`src/rtl/snn_potential_adder.sv`:
```
`default_nettype none
// ----------------------------------------------------------------------------
// snn_potential_adder : gathers three PE partial sums and an old membrane
// potential per neuron, then adds, thresholds and returns {spike, new MP}.
// Rev 1.0
// ----------------------------------------------------------------------------
module snn_potential_adder #(
  parameter int WIDTH        = 8,
  parameter int ADDR_WIDTH   = 4,
  parameter int OP_WIDTH     = 2,
  parameter int PACKET_WIDTH = 39,
  parameter int ADDER_ADDR   = 2,
  parameter int PE_ADDR0     = 4,
  parameter int PE_ADDR1     = 1,
  parameter int PE_ADDR2     = 0,
  parameter int OP_PSUM      = 2,
  parameter int THRESHOLD    = 64,
  parameter int OFMAP_SIZE   = 9
) (
  input  logic                    clk,
  input  logic                    rst_n,
  input  logic                    noc_valid,
  output logic                    noc_ready,
  input  logic [PACKET_WIDTH-1:0] noc_pkt,
  input  logic                    mp_valid,
  output logic                    mp_ready,
  input  logic [WIDTH-1:0]        mp_in,
  output logic                    out_valid,
  input  logic                    out_ready,
  output logic [WIDTH:0]          out_data,
  output logic [3:0]              out_idx,
  output logic                    busy,
  output logic                    err_pkt
);

  localparam logic [1:0] S_COLLECT = 2'd0;
  localparam logic [1:0] S_SUM     = 2'd1;
  localparam logic [1:0] S_EMIT    = 2'd2;

  localparam int SUM_W = WIDTH + 2;
  localparam int SRC_LSB = ADDR_WIDTH;
  localparam int OP_LSB  = 2 * ADDR_WIDTH;
  localparam int PS_LSB  = 2 * ADDR_WIDTH + OP_WIDTH;

  localparam logic [ADDR_WIDTH-1:0] SELF_A = ADDR_WIDTH'(ADDER_ADDR);
  localparam logic [ADDR_WIDTH-1:0] PE0_A  = ADDR_WIDTH'(PE_ADDR0);
  localparam logic [ADDR_WIDTH-1:0] PE1_A  = ADDR_WIDTH'(PE_ADDR1);
  localparam logic [ADDR_WIDTH-1:0] PE2_A  = ADDR_WIDTH'(PE_ADDR2);
  localparam logic [OP_WIDTH-1:0]   PSUM_OP = OP_WIDTH'(OP_PSUM);
  localparam logic [SUM_W-1:0]      THR     = SUM_W'(THRESHOLD);
  localparam logic [SUM_W-1:0]      MP_MAX  = {2'b00, {WIDTH{1'b1}}};
  localparam logic [3:0]            IDX_LAST = 4'(OFMAP_SIZE - 1);

  logic [1:0]             state_q, state_d;
  logic [2:0]             pe_seen_q, pe_seen_d;
  logic                   mp_seen_q, mp_seen_d;
  logic [WIDTH-1:0]       mp_q, mp_d;
  logic [2:0][WIDTH-1:0]  psum_q, psum_d;
  logic [WIDTH:0]         out_data_q, out_data_d;
  logic [3:0]             out_idx_q, out_idx_d;
  logic                   out_valid_q, out_valid_d;
  logic                   err_q, err_d;

  logic [ADDR_WIDTH-1:0]  pkt_dest;
  logic [ADDR_WIDTH-1:0]  pkt_src;
  logic [OP_WIDTH-1:0]    pkt_op;
  logic [WIDTH-1:0]       pkt_psum;
  logic [2:0]             src_hit;
  logic                   pkt_good;
  logic                   noc_fire;
  logic                   mp_fire;
  logic [SUM_W-1:0]       sum;
  logic [WIDTH:0]         result;

  assign pkt_dest = noc_pkt[ADDR_WIDTH-1:0];
  assign pkt_src  = noc_pkt[SRC_LSB +: ADDR_WIDTH];
  assign pkt_op   = noc_pkt[OP_LSB +: OP_WIDTH];
  assign pkt_psum = noc_pkt[PS_LSB +: WIDTH];

  always_comb begin
    src_hit = 3'b000;
    if (pkt_src == PE0_A)      src_hit = 3'b001;
    else if (pkt_src == PE1_A) src_hit = 3'b010;
    else if (pkt_src == PE2_A) src_hit = 3'b100;
  end

  // A packet from a PE already heard this neuron waits for the next neuron.
  assign noc_ready = (state_q == S_COLLECT) && ((src_hit & pe_seen_q) == 3'b000);
  assign mp_ready  = (state_q == S_COLLECT) && !mp_seen_q;
  assign noc_fire  = noc_valid && noc_ready;
  assign mp_fire   = mp_valid && mp_ready;
  assign pkt_good  = (pkt_dest == SELF_A) && (pkt_op == PSUM_OP) && (src_hit != 3'b000);

  assign sum = SUM_W'(mp_q) + SUM_W'(psum_q[0]) + SUM_W'(psum_q[1]) + SUM_W'(psum_q[2]);

  always_comb begin
    if (sum >= THR)        result = {1'b1, {WIDTH{1'b0}}};
    else if (sum > MP_MAX) result = {1'b0, {WIDTH{1'b1}}};
    else                   result = {1'b0, sum[WIDTH-1:0]};
  end

  always_comb begin
    state_d     = state_q;
    pe_seen_d   = pe_seen_q;
    mp_seen_d   = mp_seen_q;
    mp_d        = mp_q;
    psum_d      = psum_q;
    out_data_d  = out_data_q;
    out_idx_d   = out_idx_q;
    out_valid_d = out_valid_q;
    err_d       = err_q;

    if (noc_fire) begin
      if (pkt_good) begin
        for (int k = 0; k < 3; k++) begin
          if (src_hit[k]) psum_d[k] = pkt_psum;
        end
        pe_seen_d = pe_seen_q | src_hit;
      end else begin
        err_d = 1'b1;
      end
    end

    if (mp_fire) begin
      mp_d      = mp_in;
      mp_seen_d = 1'b1;
    end

    case (state_q)
      S_COLLECT: begin
        if ((pe_seen_q == 3'b111) && mp_seen_q) state_d = S_SUM;
      end
      S_SUM: begin
        out_data_d  = result;
        out_valid_d = 1'b1;
        state_d     = S_EMIT;
      end
      S_EMIT: begin
        if (out_ready) begin
          out_valid_d = 1'b0;
          pe_seen_d   = 3'b000;
          mp_seen_d   = 1'b0;
          out_idx_d   = (out_idx_q == IDX_LAST) ? 4'd0 : out_idx_q + 4'd1;
          state_d     = S_COLLECT;
        end
      end
      default: state_d = S_COLLECT;
    endcase
  end

  always_ff @(posedge clk or negedge rst_n) begin
    if (!rst_n) begin
      state_q     <= S_COLLECT;
      pe_seen_q   <= 3'b000;
      mp_seen_q   <= 1'b0;
      mp_q        <= '0;
      psum_q      <= '0;
      out_data_q  <= '0;
      out_idx_q   <= 4'd0;
      out_valid_q <= 1'b0;
      err_q       <= 1'b0;
    end else begin
      state_q     <= state_d;
      pe_seen_q   <= pe_seen_d;
      mp_seen_q   <= mp_seen_d;
      mp_q        <= mp_d;
      psum_q      <= psum_d;
      out_data_q  <= out_data_d;
      out_idx_q   <= out_idx_d;
      out_valid_q <= out_valid_d;
      err_q       <= err_d;
    end
  end

  assign out_valid = out_valid_q;
  assign out_data  = out_data_q;
  assign out_idx   = out_idx_q;
  assign err_pkt   = err_q;
  assign busy      = (pe_seen_q != 3'b000) || mp_seen_q || (state_q != S_COLLECT);

endmodule
`default_nettype wire
```
`config.mk`:
```
export PLATFORM = sky130hd
export DESIGN_NAME = snn_potential_adder
export DESIGN_NICKNAME = d
export VERILOG_FILES = /design/src/rtl/snn_potential_adder.sv
export SDC_FILE = /design/constraint.sdc
export NUM_CORES = 1
export LEC_CHECK = 0
export CAP_MARGIN = 20
export CORE_MARGIN = 2
export CORE_UTILIZATION = 50
export DETAILED_ROUTE_END_ITERATION = 10
export PLACE_DENSITY = 0.92
export SYNTH_ARGS = -nofsm -noshare
export SYNTH_HDL_FRONTEND = slang
export SYNTH_SLANG_ARGS = --single-unit
```
`constraint.sdc`:
```
create_clock -name clk -period 3.7 [get_ports clk]
set_input_delay 0.555 -clock clk [delete_from_list [all_inputs] [get_ports clk]]
set_output_delay 0.555 -clock clk [all_outputs]
set_load 0.02 [all_outputs]
```
==> run_results.csv <==
group,metric,value,unit
sta,period_share,85.50,%
logic_synthesis,synth_fa_ha_area_share,16.00,%
global_route,track_usage,19.80,%
logic_synthesis,async_reset_ff_share,100.0,%
layout,layout-drive-gt1-share,13.09,%
detailed_routing,via_per_inst,5.284,
logic_synthesis,synth_area,0.002861,sq mm
global_route,overflow,0,
logic_synthesis,synth.mux.area_fraction,11.24,%
critical_path,r2r_cells,10,
floorplanning,dieHeight,79.65,um
sta,fin_skew,0.005183,ns
sta,whs,0.2422,ns
global_route,grt_max_degree,30,
sta,relSlewSlack,45.99,%
critical_path,path_class,"reg2reg",
critical_path,path_max_fanout,7,
placement,port_buffers,48,
logic_synthesis,avgSynthCellArea,11.63,sq um
clock_network,cts_tree,"done",
global_route,grt.met3_usage,3.167,%
sta,finalHoldViolCount,0,
logic_synthesis,synth_edf_count,0,
logic_synthesis,syn_nets,325,
floorplanning,start_util,51.97,%
layout,instances_no_fill,370,
detailed_routing,dr.pass1.iters,4,
logic_synthesis,yosysWarningCount,0,
flow_run,max_cap_viol_count,0,
critical_path,cp-startpoint,"mp_q[1]$_DFFE_PN0P_",
global_route,met1_usage,23.59,%
logic_synthesis,synth.distinct_cells,38,
sta,worst_pin_slew,0.8041,ns
layout,fin_util,63.58,%
placement,dp_hpwl,4.284,mm
layout,diodes,0,
placement,gp_congestion,0.7158,
sta,setup_viol,0,
layout,area.growth.synth_to_final,22.34,%
clock_network,cts-resized-gates,0,
critical_path,crit_arrival,3.40,ns
clock_network,cts.clk_slew.worst_paths,0.09,ns
logic_synthesis,yosysSeqAreaShare,46.35,%
sta,maxSlewViolCount,0,
power,powerDensity,386.6,mW/mm^2
power,p_total,1.353,mW
detailed_routing,drt_wl_total,5.456,mm
clock_network,clk_latency,0.30,ns
logic_synthesis,synth_top_family_by_area,"adder cells",
clock_network,cts-root-buf,"clkbuf_8",
logic_synthesis,synthCells,246,
power,leakage,1.658,nW
power,peakVddDrop,0.2050,mV
sta,fin_crit,3.164,ns
global_route,grt_pass1_vias,2114,
logic_synthesis,synthFlopType,"dfrtp_1",
clock_network,cts_made_buffers,5,
floorplanning,die_area,0.006344,sq mm
clock_network,cts_max_path_buffers,2,
sta,rsz0062_at_grt,"false",
outcome,outcome,"finished, final reports clean",
detailed_routing,via_count,1955,
global_route,grt_pass1_wl,9.653,mm
detailed_routing,wire_per_inst,14.75,um
logic_synthesis,synth-simple-area-share,9.707,%
critical_path,cp-end-kind,"flip-flop",
critical_path,cp.required,3.94,ns
global_route,met2_usage,33.70,%
layout,final_cell_mix,"dfrtp_1 (53), inv_1 (50), clkdlybuf4s50_1 (47), mux2_2 (16), fa_1 (16)",
detailed_routing,ant_nets,0,
floorplanning,num_io_pins,70,
hold_path,hold_path.class,"in2async",
sta,clock.fmax,316.1,MHz
layout,finalNetCount,376,
floorplanning,coreArea,0.005507,sq mm
detailed_routing,post-route-drc-count,0,
clock_network,clock-sinks,53,
layout,layout.cells.most_common,"dfrtp_1",
global_route,busiest_layer,"met2",
floorplanning,dieWidth,79.65,um
logic_synthesis,synthXorXnorAreaFrac,0.9182,%
detailed_routing,drtIter0Drc,85,
logic_synthesis,synth_compound_area_share,8.308,%
placement,placed_cells,362,
logic_synthesis,ys_ff_latch,53,
critical_path,cp-start-kind,"flip-flop",
critical_path,r2r-start,"mp_q[1]$_DFFE_PN0P_",
clock_network,cts_setup_buffers,0,
global_route,antenna_found_initial,0,
sta,setup_tns,0,ns
clock_network,cts_hold_buffers,0,
floorplanning,rows,27,
clock_network,htree_levels,2,
stage by stage:
stage | setup WS, ns | area [sq um]
3_5_place_dp | 0.6365 | 3421
6_report | 0.5363 | 3501
5_1_grt | 0.3371 | 3501
3_3_place_gp | 0.6624 | 3401
4_1_cts | 0.5231 | 3501
2_1_floorplan | 0.8733 | 2861
power breakdown:
group,total (mW),switching (mW),internal [mW],leakage [nW]
clock,0.308,0.173,0.135,0.0395
combinational,0.384,0.213,0.171,0.922
sequential,0.661,0.0268,0.634,0.696
total,1.35,0.413,0.941,1.66
path summary, 6_finish.rpt:
check / end / slack (ns)
setup / recovery: out_data[4]$_DFFE_PN0P_ / 0.54
hold / removal: out_idx[1]$_DFFE_PN0P_ / 0.24
setup reg to reg: out_data[4]$_DFFE_PN0P_ / 0.54
hold reg to reg: err_pkt$_DFFE_PN0P_ / 0.49
max in group asynchronous: out_data[3]$_DFFE_PN0P_ / 2.91
min in group clk: err_pkt$_DFFE_PN0P_ / 0.49
cell type report:
class                      instances  area (sq um)
clock buffer                       8         80.08
multi-input combinational        138          1321
inverter                          50         187.7
sequential                        53          1326
fill                             426          2006
tap                               72         90.09
timing repair buffer              49         495.5
Yosys cell counts (2+ instances only):
cell type / n / area [sq um]
o21ai_0: 13 / 65.06
xnor2_1: 2 / 17.52
nor4_4: 2 / 42.54
nor3_1: 4 / 20.02
a22o_1: 6 / 52.55
nand2_1: 15 / 56.30
fa_1: 16 / 320.3
a21o_1: 2 / 15.01
mux2_4: 8 / 120.1
a21oi_1: 9 / 45.04
dfrtp_1: 53 / 1326
mux2_2: 16 / 180.2
or3_1: 2 / 12.51
clkbuf_1: 4 / 15.01
and2_1: 3 / 18.77
ha_1: 11 / 137.6
a31o_2: 2 / 17.52
o21a_1: 2 / 15.01
nand4_1: 3 / 18.77
inv_1: 50 / 187.7
nor2_1: 5 / 18.77
nand2b_1: 2 / 12.51
logic make-up (layout without fill, tap and decap cells):
kind of cell | Yosys count | in the layout
xor gates and xnor gates | 3 | 3
and+or+nand+nor | 45 | 45
buffers and inverters | 55 | 107
AOI/OAI and AO/OA | 37 | 37
muxes | 26 | 26
DFF | 53 | 53
adders and majority gates | 27 | 27
state kept, by name, indices dropped and copies added (netlist names):
signal / count
mp_q: 8
out_idx: 4
out_valid: 1
psum_q: 24
pe_seen_q: 3
err_pkt: 1
mp_seen_q: 1
state_q: 2
out_data: 9
critical path, cell delays in order (launching register included):
cell and delay (ns):
dfrtp_1 0.33, inv_1 0.07, fa_1 0.54, inv_1 0.06, fa_1 0.45, ha_1 0.25, fa_1 0.40, a21oi_1 0.20
nand4_1 0.10, a21oi_1 0.47, a22o_1 0.22
metal layers:
| metal | up-vias | routed length, um |
|---|---|---|
| met5 | - | 0 |
| met4 | 0 | 274 |
| met3 | 23 | 215 |
| met2 | 58 | 2730 |
| met1 | 964 | 2236 |
| li1 | 910 | - |
No activity file was read; power rests on OpenSTA's default activity.
==> RTL edit: new RTL, config.mk and constraints unchanged <==
Reset style: synchronous (`rst_n`), changed in one clocked block.
--- a/src/rtl/snn_potential_adder.sv
+++ b/src/rtl/snn_potential_adder.sv
@@ -149,5 +149,5 @@
   end
 
-  always_ff @(posedge clk or negedge rst_n) begin
+  always_ff @(posedge clk) begin
     if (!rst_n) begin
       state_q     <= S_COLLECT;
Check against the original RTL: differs if rst_n is asserted again (counterexample within 4 cycles, from zero or initial values and one cycle with rst_n low); with rst_n held inactive, the same outputs for 4 cycles.
==> RTL edit against the unedited design <==
  * Sequential cell count unchanged
  * Cell area increased by 2.7%
  * First-iteration DRC count increased by 39%
  * Critical endpoint is now out_data[5]
  * Critical path type unchanged
  * Wire length increased by 25%
  * Utilization decreased by 1.7 points
  * Setup slack got worse by 180 ps
  * Critical path depth unchanged
  * Area after synthesis increased by 3.8%
  * Die area increased by 3.6%
Power is not compared: it rests on default switching activity, and its combinational part moved more than twofold at a synthesized area within 25%.
==> RTL edit: results (changes against the unedited design) <==
status = finished, final reports clean
P_sw = 263 uW
min-delay src = mp_q[6]
first-pass GRT wire length = 11200 um (+16%)
most area-consuming cells after synthesis = dfxtp_1 36%, fa_1 11%, a21oi_1 6.9%, inv_1 6.2%, ha_1 4.6%
max FFs per register = 24 (unchanged)
Synth top cells by count = 53 x dfxtp_1, 49 x inv_1, 41 x a21oi_1
htree depth = 2 (unchanged)
drt total wl = 6810 um (+25%)
DR iter-0 viols = 118 (+39%)
number of diodes = 0 (unchanged)
R2R Path Start = mp_q[1]
Final Skew = 9.36 ps (+4.17 ps)
Biggest register = psum_q
sequential area share after synthesis = 35.7% (-11 points)
initial antenna violation count = 0 (unchanged)
IO buf count = 48 (unchanged)
DRT Pass-1 Iters = 5 (+1)
HPWL Detailed = 5020 um (+17%)
Reg clk slew, reported paths = 100 ps
GRT Overall Usage = 22.1% (+2.3 points)
LEAKAGE = 1.36 nW
Root Driver = clkbuf_8
peak supply drop = 0.000180 V
vias in the first global route = 2432 (+15%)
Max-slew headroom = 65.1% (+19 points)
Hold/Removal Path Class = reg -> reg
largest net degree at the start of global routing = 37 (+23%)
M2 GR Usage = 39.2% (+5.5 points)
share of layout cells above drive strength 1 = 5.80% (-7.3 points)
critical path startpoint category = flop
Final GP Congestion = 0.845 (+18%)
most frequent cell after synthesis = dfxtp_1
clk_lat worst skew = 310 ps
global routing met1 resource utilization = 27.3% (+3.7 points)
Yosys Warn Count = 0 (unchanged)
Final #Nets = 457 (+22%)
GR Util met3 = 4.33% (+1.2 points)
CTS Buf Count = 5 (unchanged)
Cell variety after synth = 51 (+34%)
CP arrival = 3600 ps (+200 ps)
Max Root-Sink Buffers = 2 (unchanged)
ys async rst share = 0% (-100 points)
PostCTS Resize Cnt = 0 (unchanged)
CP max FO = 3 (-4)
vias per cell = 5.61 (+6.2%)
Mapped Nets = 413 (+27%)
post-CTS setup repair buffer count = 0 (unchanged)
Total Neg Setup Slack = 0 ps (unchanged)
## RTL edit: changes by cell type after synthesis, sizes merged, moves of 15 or more
cell	unedited run	this run
o21ai	13	28
mux2	25	0
dfrtp	53	0
dfxtp	0	53
nand3	1	17
a21oi	9	41
## RTL edit: final timing paths
| path | slack, ps | depth (start not counted) | end |
|---|---|---|---|
| max | 360 | 10 | out_data[5] |
| min | 460 | 2 | mp_q[6] |
| max reg2reg | 360 | 10 | out_data[5] |
| min reg2reg | 460 | 2 | mp_q[6] |
## RTL edit: logic make-up after synthesis
group,share of synthesized area (%)
flip-flops,35.7
multiplexers,1.01
adder cells (fa/ha/maj),15.4
XOR/XNOR,0.590
buffers and inverters,9.27
AO/OA/AOI/OAI,19.8
AND/OR/NAND/NOR,18.2
## RTL edit: critical path, cell delays in order, from the launching register on
cell and delay [ps]:
dfxtp_1 340, inv_1 60, fa_1 520, inv_1 50, fa_1 460, ha_1 260, fa_1 440, and4bb_1 320
a41oi_2 190, nor4_1 450, a22o_1 190
## RTL edit: power groups by stage
stage / Combinational [mW] / Clock (mW) / Sequential [mW]
global route: 0.123 / 0.443 / 0.583
global placement: 0.109 / 0 / 0.594
detailed placement: 0.112 / 0 / 0.594
CTS: 0.113 / 0.424 / 0.581
finish: 0.112 / 0.420 / 0.581
floorplan: 0.0530 / 0 / 0.594
## RTL edit: per-layer routing
layer | routed length, um | part of all wire [%] | vias up
met5 | 0 | 0 | -
met4 | 110 | 1.6 | 0
met3 | 277 | 4.1 | 15
met1 | 2890 | 42 | 1220
met2 | 3530 | 52 | 84
li1 | - | - | 1228
## RTL edit: cell type report
| class | count | area [um^2] |
|---|---|---|
| clock inverter | 2 | 37.5 |
| clock buffer | 6 | 82.6 |
| timing repair buffer | 51 | 503 |
| fill | 524 | 2220 |
| tap | 75 | 93.8 |
| inverter | 49 | 184 |
| sequential | 53 | 1060 |
| multi-input combinational | 218 | 1630 |
## RTL edit: per-stage QoR
stage / hold WS, ps / setup WS [ps] / instances / area (um^2) / util (%)
6_report: 461 / 361 / 454 / 3600 / 61.8
5_1_grt: 490 / 101 / 454 / 3600 / 61.8
4_1_cts: 465 / 346 / 454 / 3600 / 61.8
3_5_place_dp: 449 / 381 / 446 / 3480 / 59.8
3_3_place_gp: 443 / 522 / 446 / 3480 / 59.8
2_1_floorplan: 436 / 659 / 334 / 2970 / -
